<file path="config.mk">
export PLATFORM = sky130hd
export DESIGN_NAME = irq_controller_flat
export DESIGN_NICKNAME = d
export VERILOG_FILES = /design/src/rtl/irq_pkg.sv /design/src/rtl/irq_if.sv /design/src/rtl/irq_prio_enc.sv /design/src/rtl/irq_controller.sv /design/src/flat_wrapper.sv
export SDC_FILE = /design/constraint.sdc
export NUM_CORES = 1
export LEC_CHECK = 0
export CORE_AREA = 2 2 77 79
export DETAILED_ROUTE_END_ITERATION = 12
export DIE_AREA = 0 0 79 81
export PLACE_DENSITY_LB_ADDON = 0.2
export SYNTH_ARGS = -nofsm -noshare
export SYNTH_HDL_FRONTEND = slang
export SYNTH_SLANG_ARGS = --single-unit
</file>
<file path="constraint.sdc">
create_clock -name clk -period 2.07 [get_ports clk]
set_clock_uncertainty 0.1 [all_clocks]
set_input_delay 0.414 -clock clk [delete_from_list [all_inputs] [get_ports clk]]
set_output_delay 0.414 -clock clk [all_outputs]
set_load 0.01 [all_outputs]
</file>
<file path="src/rtl/irq_pkg.sv">
// ---------------------------------------------------------------------------
// irq_pkg
// Shared definitions for the interrupt controller slice.
//   irq_state_e  : controller FSM states (IDLE, ACTIVE, GAP)
//   DEFAULT_NSRC : default number of interrupt sources
//   DEFAULT_IDW  : default width of a source ID
// ---------------------------------------------------------------------------
package irq_pkg;

  // IDLE   : no request outstanding, arbitrating every cycle
  // ACTIVE : one source handed to the core, waiting for its mret
  // GAP    : single low cycle on interrupt so the core sees a fresh edge
  typedef enum logic [1:0] {
    IDLE   = 2'd0,
    ACTIVE = 2'd1,
    GAP    = 2'd2
  } irq_state_e;

  localparam int DEFAULT_NSRC = 8;
  localparam int DEFAULT_IDW  = $clog2(DEFAULT_NSRC);

endpackage : irq_pkg

</file>
<file path="src/rtl/irq_if.sv">
// ---------------------------------------------------------------------------
// irq_if
// Bundles the peripheral/core-facing signals of the interrupt controller.
//   irq_src     : raw peripheral interrupt lines (rising-edge significant)
//   mret        : core return-from-ISR strobe
//   mask_we     : mask write enable
//   mask_wdata  : new mask value, 1 = enabled
//   mask        : current mask register
//   pending     : current pending register
//   interrupt   : request to the core CSR unit
//   irq_id      : ID of the source in service
//   in_service  : high while an ISR is active
// The master modport is the system side (peripherals + core), the slave
// modport is the controller itself.
// ---------------------------------------------------------------------------
interface irq_if
  import irq_pkg::*;
#(
  parameter int NSRC = DEFAULT_NSRC,
  parameter int IDW  = $clog2(NSRC)
);

  logic [NSRC-1:0] irq_src;
  logic            mret;
  logic            mask_we;
  logic [NSRC-1:0] mask_wdata;
  logic [NSRC-1:0] mask;
  logic [NSRC-1:0] pending;
  logic            interrupt;
  logic [IDW-1:0]  irq_id;
  logic            in_service;

  modport master (
    output irq_src, mret, mask_we, mask_wdata,
    input  mask, pending, interrupt, irq_id, in_service
  );

  modport slave (
    input  irq_src, mret, mask_we, mask_wdata,
    output mask, pending, interrupt, irq_id, in_service
  );

endinterface : irq_if

</file>
<file path="src/rtl/irq_prio_enc.sv">
// ---------------------------------------------------------------------------
// irq_prio_enc
// Combinational lowest-index-wins priority encoder.
//   req_i   : request vector
//   valid_o : at least one request bit set
//   id_o    : index of the lowest set bit (0 when valid_o is low)
// ---------------------------------------------------------------------------
module irq_prio_enc
  import irq_pkg::*;
#(
  parameter int NSRC = DEFAULT_NSRC,
  parameter int IDW  = $clog2(NSRC)
) (
  input  logic [NSRC-1:0] req_i,
  output logic            valid_o,
  output logic [IDW-1:0]  id_o
);

  // Scan from the top index down so that the last hit, which is the
  // lowest set index, is the one that sticks.
  always_comb begin
    valid_o = 1'b0;
    id_o    = '0;
    for (int i = NSRC - 1; i >= 0; i--) begin
      if (req_i[i]) begin
        valid_o = 1'b1;
        id_o    = IDW'(i);
      end
    end
  end

endmodule : irq_prio_enc

</file>
<file path="src/rtl/irq_controller.sv">
// ---------------------------------------------------------------------------
// irq_controller
// Edge-triggered, masked, lowest-index-priority interrupt controller with a
// single non-nesting service slot.
//   clk   : clock, all state updates on the rising edge
//   rst_n : asynchronous active-low reset
//   bus   : irq_if slave modport (sources, mret, mask port, status outputs)
// ---------------------------------------------------------------------------
module irq_controller
  import irq_pkg::*;
#(
  parameter int NSRC = DEFAULT_NSRC,
  parameter int IDW  = $clog2(NSRC)
) (
  input  logic clk,
  input  logic rst_n,
  irq_if.slave bus
);

  logic [NSRC-1:0] src_q;
  logic [NSRC-1:0] pending_q, pending_d;
  logic [NSRC-1:0] mask_q, mask_d;
  logic [NSRC-1:0] rise;
  logic [NSRC-1:0] clr_vec;
  logic            win_valid;
  logic [IDW-1:0]  win_id;
  logic            take;

  irq_state_e      state_q;
  logic            interrupt_q;
  logic            in_service_q;
  logic [IDW-1:0]  irq_id_q;

  // Arbitration always sees the registered mask, so a mask write in the
  // same cycle as a decision only matters from the following edge on.
  irq_prio_enc #(
    .NSRC (NSRC),
    .IDW  (IDW)
  ) u_prio_enc (
    .req_i   (pending_q & mask_q),
    .valid_o (win_valid),
    .id_o    (win_id)
  );

  // A winner is taken whenever the slot is free. GAP arbitrates like IDLE:
  // it is already the one low cycle the core needs between two requests,
  // so back-to-back service shows interrupt low for exactly one cycle.
  assign take = (state_q != ACTIVE) && win_valid;
  assign rise = bus.irq_src & ~src_q;

  // Pending next-state: the winner's bit is cleared as it goes into
  // service, and a rise is ORed in afterwards so a set in the same cycle
  // as the clear wins.
  always_comb begin
    clr_vec   = take ? (NSRC'(1) << win_id) : '0;
    pending_d = (pending_q & ~clr_vec) | rise;
    mask_d    = bus.mask_we ? bus.mask_wdata : mask_q;
  end

  // Source history, pending and mask registers. src_q clears on reset so
  // a line already high at release counts as a fresh rise.
  always_ff @(posedge clk or negedge rst_n) begin
    if (!rst_n) begin
      src_q     <= '0;
      pending_q <= '0;
      mask_q    <= '0;
    end else begin
      src_q     <= bus.irq_src;
      pending_q <= pending_d;
      mask_q    <= mask_d;
    end
  end

  // Service FSM with registered outputs. irq_id only loads on entry to
  // ACTIVE, which keeps it stable for the whole ISR regardless of later
  // mask writes or new rises. mret is only honoured in ACTIVE.
  always_ff @(posedge clk or negedge rst_n) begin
    if (!rst_n) begin
      state_q      <= IDLE;
      interrupt_q  <= 1'b0;
      in_service_q <= 1'b0;
      irq_id_q     <= '0;
    end else begin
      case (state_q)
        IDLE, GAP: begin
          if (win_valid) begin
            state_q      <= ACTIVE;
            interrupt_q  <= 1'b1;
            in_service_q <= 1'b1;
            irq_id_q     <= win_id;
          end else begin
            state_q      <= IDLE;
            interrupt_q  <= 1'b0;
            in_service_q <= 1'b0;
          end
        end
        ACTIVE: begin
          if (bus.mret) begin
            state_q      <= GAP;
            interrupt_q  <= 1'b0;
            in_service_q <= 1'b0;
          end
        end
        default: begin
          state_q      <= IDLE;
          interrupt_q  <= 1'b0;
          in_service_q <= 1'b0;
        end
      endcase
    end
  end

  assign bus.mask       = mask_q;
  assign bus.pending    = pending_q;
  assign bus.interrupt  = interrupt_q;
  assign bus.irq_id     = irq_id_q;
  assign bus.in_service = in_service_q;

endmodule : irq_controller

</file>
<file path="src/flat_wrapper.sv">
// flat-port wrapper written by rule: the top's interface ports become plain ports
module irq_controller_flat import irq_pkg::*;
#(
  parameter int NSRC = DEFAULT_NSRC,
  parameter int IDW  = $clog2(NSRC)
)
  (clk, rst_n, bus_irq_src, bus_mret, bus_mask_we, bus_mask_wdata, bus_mask, bus_pending, bus_interrupt, bus_irq_id, bus_in_service);
  irq_if #(.NSRC(NSRC), .IDW(IDW)) bus_i ();
  input  logic clk;
  input  logic rst_n;
  input wire logic [$bits(bus_i.irq_src)-1:0] bus_irq_src;
  input wire logic [$bits(bus_i.mret)-1:0] bus_mret;
  input wire logic [$bits(bus_i.mask_we)-1:0] bus_mask_we;
  input wire logic [$bits(bus_i.mask_wdata)-1:0] bus_mask_wdata;
  output wire logic [$bits(bus_i.mask)-1:0] bus_mask;
  output wire logic [$bits(bus_i.pending)-1:0] bus_pending;
  output wire logic [$bits(bus_i.interrupt)-1:0] bus_interrupt;
  output wire logic [$bits(bus_i.irq_id)-1:0] bus_irq_id;
  output wire logic [$bits(bus_i.in_service)-1:0] bus_in_service;
  assign bus_i.irq_src = bus_irq_src;
  assign bus_i.mret = bus_mret;
  assign bus_i.mask_we = bus_mask_we;
  assign bus_i.mask_wdata = bus_mask_wdata;
  assign bus_mask = bus_i.mask;
  assign bus_pending = bus_i.pending;
  assign bus_interrupt = bus_i.interrupt;
  assign bus_irq_id = bus_i.irq_id;
  assign bus_in_service = bus_i.in_service;
  irq_controller #(.NSRC(NSRC), .IDW(IDW)) u_core (.clk(clk), .rst_n(rst_n), .bus(bus_i));
endmodule
</file>
==> metrics.yaml, run 1 <==
critical_path:
  slowest_delay_ns: 0.59
  cp.arrival_ns: 1.33
  crit_buf_inv: 1
  path_max_fanout: 6
  slowest_stage: "clkdlybuf4s50_1"
  endpoint_kind: "output pin"
  crit_family: "buffers and inverters"
  r2r_cells: 4
  critPathLaunchType: "flop"
  crit-reg2reg-launch: "u_core.bus.mask[1]$_DFFE_PN0P_"
  r2r-end: "u_core.bus.irq_id[0]$_DFFE_PN0P_"
  critPathRequiredTime_ns: 1.56
  criticalPathCategory: "reg -> out"
  path_cells: "clkdlybuf4s50_1"
  ff2ff_setup_slack_ns: 0.41
synth:
  synthArstFlopShare_pct: 100.0
  syn_inst: 106
  synthesis.nets: 126
  ys_types: 30
  netlist_top_cells_area: "dfrtp_1, mux2_2, a22o_1"
  synth_top_cell_by_area: "dfrtp_1"
  yosys_warnings: 0
  syn-mean-instance-area_um2: 11.82
  synthMostInstantiatedCell: "dfrtp_1"
  ys_ff_latch: 30
  synth_edf_count: 0
  synth_ff_type: "dfrtp_1"
  synth-seq-area-share_pct: 59.94
  synth_area_um2: 1252
  synth_top_area_share_pct: 59.94
  synth_common_cells: "dfrtp_1, nand2_1, inv_1"
hold_path:
  min_path_cells: 1
  holdCritPathClass: "reg -> reg"
  min-delay-start: "u_core.src_q[1]$_DFF_PN0_"
  hold_path_end: "u_core.bus.pending[1]$_DFF_PN0_"
outcome:
  status: "completed"
flow_run:
  maxCapViolCount: 0
layout:
  n_antenna_cell: 0
  final_cell_count_no_fill: 228
  fin_nets: 172
  syn_to_final_growth_pct: 46.45
  final_core_util_pct: 32.32
  drive_gt1_share_pct: 15.03
routing:
  final_antenna_net_count: 0
  drcViolationCount: 0
  wl_per_cell_um: 13.21
  drt-initial-drc-count: 63
  dr.pass1.iters: 4
  vias: 965
  via_per_inst: 4.232
  routed_wl_um: 3013
global_route:
  grt_antenna_before_repair: 0
  grt_pass1_vias: 1070
  gr-total-overflow: 0
  grt_pass1_wl_um: 5078
  grt_max_degree: 31
  grt_use_total_pct: 10.63
clock_tree:
  cts_setup_buffers: 0
  hold_buffers: 0
  path_clk_slew_ns: 0.06
  cts_made_buffers: 5
  clock_path_buffers: 2
  cts_tree: "done"
  cts_root_buffer: "clkbuf_8"
  cts.sinks: 30
  ctsResizeCount: 0
  ctsHtreeMaxLevel: 2
  clkLatencyLatePin_ns: 0.27
placed_design:
  io_buffers: 40
  numPlacedInstances: 220
  place_congestion: 0.7843
  dp_hpwl_um: 2301
pwr:
  vdd_ir_drop_max_mv: 0.4375
  power.density_nw_per_um2: 1100
  power_leakage_nw: 0.8005
die:
  fp.dieH_um: 81
  die_w_um: 79
  coreArea_um2: 5675
  io_pins: 41
  num_rows: 28
  fp.dieArea_um2: 6399
  start_util_pct: 22.07
timing:
  rsz0062_at_grt: "no"
  period_needed_ns: 1.844
  slew_violations: 0
  setup_violations: 0
  min_period_over_period_pct: 89.09
  tightest_slew_ns: 0.4315
  max_freq_ghz: 0.5422
  final_hold_viol_count: 0
  slew_headroom_pct: 71.23
  hold_ws_ns: 0.3254
  tns_ns: 0
-- cell families after synthesis --
kind of cell | synth area share, %
buffers and inverters | 3.896
and+or+nand+nor | 10.59
DFF | 59.94
muxes | 8.392
AOI/OAI and AO/OA | 17.18
-- per-stage QoR --
stage,setup WS (ns),power [W],area (um^2)
after floorplan,0.5642,0.001214,1252
after global placement,0.4003,0.001564,1743
after detailed placement,0.3526,0.001578,1743
after CTS,0.2035,0.002065,1834
after global routing,0.1669,0.002166,1834
final,0.2258,0.002018,1834
-- worst max-delay path by stage --
stage | end | start | cells after the start
floorplan | u_core.bus.irq_id[0]$_DFFE_PN0P_ | u_core.bus.pending[1]$_DFF_PN0_ | 4
CTS | bus_mask[2] | u_core.bus.mask[2]$_DFFE_PN0P_ | 1
global placement | u_core.bus.mask[7]$_DFFE_PN0P_ | bus_mask_we | 2
finish | bus_mask[2] | u_core.bus.mask[2]$_DFFE_PN0P_ | 1
detailed placement | u_core.bus.mask[2]$_DFFE_PN0P_ | bus_mask_we | 2
global route | bus_mask[3] | u_core.bus.mask[3]$_DFFE_PN0P_ | 1
-- placed cells by master, fill, tap and decap left out, types with 2 or more instances in the layout --
master / Yosys / layout
clkdlybuf4s50_1: 0 / 40
dfrtp_1: 30 / 30
nand2_1: 11 / 11
inv_1: 10 / 10
mux2_2: 8 / 8
a22o_1: 6 / 6
clkbuf_8: 0 / 6
nand3_1: 5 / 5
o21ai_0: 4 / 4
nor2_1: 4 / 4
a32o_1: 3 / 3
a31oi_1: 2 / 2
o21a_1: 2 / 2
and2_1: 2 / 2
a21o_1: 2 / 2
-- state kept, by name, summed over array words and instances, names as in the netlist --
name,cells
u_core.bus.irq_id,3
u_core.bus.interrupt,1
u_core.src_q,8
u_core.state_q,2
u_core.bus.mask,8
u_core.bus.pending,8
-- layout make-up --
cell class	instances	area, um^2
Inverter	10	37.54
Fill cell	625	3841
Clock inverter	1	5.005
Multi-Input combinational cell	64	452.9
Tap cell	75	93.84
Sequential cell	30	750.7
Timing Repair Buffer	41	407.9
Clock buffer	7	86.33
-- routing by layer --
| metal | wire length [um] | part of all wire (%) | vias up | track usage [%] |
|---|---|---|---|---|
| li1 | - | - | 465 | - |
| met1 | 1304 | 43 | 466 | 12.75 |
| met4 | 55 | 1.8 | 0 | 5.690 |
| met2 | 1473 | 49 | 30 | 17.20 |
| met3 | 180 | 6.0 | 4 | 3.222 |
| met5 | 0 | 0 | - | 0 |
-- report_power, final --
group	switching [W]	internal (W)	leakage [nW]
Sequential	0.000139	0.000712	0.337
Clock	0.000199	0.000267	0.0482
Combinational	0.000290	0.000410	0.415
(Power assumes the default switching activity.)
==> run 2, diff against run 1 <==
- CTS_CLUSTER_SIZE: default -> 20
- GPL_TIMING_DRIVEN: default -> 0
- clock period: 2.07 -> 2.2 ns (I/O delays scaled with it)
==> run 2 against run 1 <==
  * Final cell count unchanged
  * Global-route usage decreased by 0.43 points
  * Die area unchanged
  * Sequential cell count unchanged
  * Worst setup slack improved by 0.12 ns
  * Critical path type unchanged
  * Largest cell class unchanged
==> metrics.yaml, run 2 (synthesized netlist as in run 1, its figures left out) <==
outcome:
  status: "completed"
critical_path:
  critPathRequiredTime_ns: 1.66  # +0.10 ns
  criticalPathCategory: "reg -> out"
  slowest_delay_ns: 0.58  # about the same
  critPathLaunchType: "flop"
  crit_family: "buffers and inverters"
  path_cells: "clkdlybuf4s50_1"
  cp.arrival_ns: 1.32  # about the same
  endpoint_kind: "output pin"
  crit_buf_inv: 1  # unchanged
  slowest_stage: "clkdlybuf4s50_1"
  path_max_fanout: 6  # unchanged
global_route:
  grt-busiest-layer: "met2"
  grt_antenna_before_repair: 0  # unchanged
  met3_usage_pct: 3.111  # -0.11 points
  grt_max_degree: 31  # unchanged
  use_met1_pct: 12.81  # +0.060 points
  grt_pass1_wl_um: 4919  # -3.1%
  grt_pass1_vias: 984  # -8.0%
  grt_use_total_pct: 10.20  # -0.43 points
  gr-total-overflow: 0  # unchanged
  grtUsageMet2_pct: 15.68  # -1.5 points
routing:
  drcViolationCount: 0  # unchanged
  routed_wl_um: 2961  # -1.7%
  wl_per_cell_um: 12.99  # -1.7%
  via_per_inst: 4.439  # +4.9%
  final_antenna_net_count: 0  # unchanged
  dr.pass1.iters: 5  # +1
  vias: 1012  # +4.9%
  drt-initial-drc-count: 40  # -37%
timing:
  final_hold_viol_count: 0  # unchanged
  rsz0062_at_grt: "no"
  min_period_over_period_pct: 84.42
  setup_violations: 0  # unchanged
  period_needed_ns: 1.857
  slew_violations: 0  # unchanged
  tightest_slew_ns: 0.6649  # +0.2334 ns
  tns_ns: 0  # unchanged
  max_freq_ghz: 0.5384
  slew_headroom_pct: 55.67  # -16 points
hold_path:
  holdCritPathClass: "in -> async"
layout:
  final-seq-area_um2: 750.7  # unchanged
  fillers: 612  # -2.1%
  syn_to_final_growth_pct: 45.55
  fin_nets: 172  # unchanged
  final_common_cell: "clkdlybuf4s50_1"
  n_antenna_cell: 0  # unchanged
  fin_area_um2: 1823  # -0.61%
  multi_input_area_um2: 452.9  # unchanged
  final_cell_count_no_fill: 228  # unchanged
  drive_gt1_share_pct: 15.69  # +0.65 points
  final_cell_mix: "clkdlybuf4s50_1, dfrtp_1, nand2_1"
die:
  die_w_um: 79  # unchanged
  coreArea_um2: 5675  # unchanged
  fp.dieArea_um2: 6399  # unchanged
  num_rows: 28  # unchanged
  io_pins: 41  # unchanged
  start_util_pct: 22.07  # unchanged
  fp.dieH_um: 81  # unchanged
clock_tree:
  ctsHtreeMaxLevel: 2  # unchanged
  cts.sinks: 30  # unchanged
  clock_path_buffers: 2  # unchanged
  cts_tree: "done"
  cts_made_buffers: 5  # unchanged
  hold_buffers: 0  # unchanged
  clkLatencyLatePin_ns: 0.28  # about the same
  ctsResizeCount: 0  # unchanged
  cts_root_buffer: "clkbuf_8"
  path_clk_slew_ns: 0.06  # about the same
  cts_setup_buffers: 0  # unchanged
placed_design:
  numPlacedInstances: 220  # unchanged
  dp_hpwl_um: 2211  # -3.9%
  placed_area_um2: 1737  # -0.36%
  io_buffers: 39  # -2.5%
  place_congestion: 0.7059  # -10%
pwr:
  power.density_nw_per_um2: 1055  # -4.1%
  power_leakage_nw: 0.7978  # -0.34%
  vdd_ir_drop_max_mv: 0.4011  # -8.3%
  power.total_w: 0.001924  # -4.7%
flow_run:
  maxCapViolCount: 0  # unchanged
run 2: cell types whose count changed in the layout (fill, tap and decap cells not counted):
cell	change
clkbuf_1	+1
clkdlybuf4s50_1	-2
buf_2	+1
run 2: power breakdown:
group | switching, W | internal (W)
Clock | 0.000200 | 0.000252
Sequential | 0.000127 | 0.000669
Combinational | 0.000281 | 0.000394
run 2: cell type report:
class / instances / share of cell area (%)
Clock inverter: 1 / 0.2745
Sequential cell: 30 / 41.18
Tap cell: 75 / 5.148
Timing Repair Buffer: 39 / 21.14
Buffer: 2 / 0.6177
Inverter: 10 / 2.059
Clock buffer: 7 / 4.736
Multi-Input combinational cell: 64 / 24.85
run 2: per-layer routing:
metal	vias up	share of wire (%)
li1	469	-
met1	500	45
met2	36	46
met3	7	6.6
met4	0	2.4
met5	-	0
run 2: final timing paths:
check	startpoint	endpoint	slack [ns]	cells after the start
max	u_core.bus.mask[2]$_DFFE_PN0P_	bus_mask[2]	0.34	1
min	rst_n	u_core.src_q[2]$_DFF_PN0_	0.09	1
max reg2reg	u_core.bus.mask[1]$_DFFE_PN0P_	u_core.state_q[0]$_DFFE_PN0P_	0.51	4
min reg2reg	u_core.src_q[0]$_DFF_PN0_	u_core.bus.pending[0]$_DFF_PN0_	0.31	1
max in group asynchronous	rst_n	u_core.src_q[1]$_DFF_PN0_	1.48	1
min in group clk	u_core.src_q[0]$_DFF_PN0_	u_core.bus.pending[0]$_DFF_PN0_	0.31	1
run 2: stage by stage:
step	setup slack (ns)	hold slack, ns	utilization (%)
after floorplan	0.6942	0.04441	-
after global placement	0.08872	0.3080	30.60
after detailed placement	0.002137	0.3071	30.60
after CTS	0.2907	0.3152	32.21
after global routing	0.2720	0.1440	32.12
final	0.3427	0.09401	32.12
run 2: worst reg2reg max path, delay by kind of cell (launching register included):
kind	cells	cell delay [ns]
simple gates	2	0.54
flops	1	0.42
compound gates	2	0.51
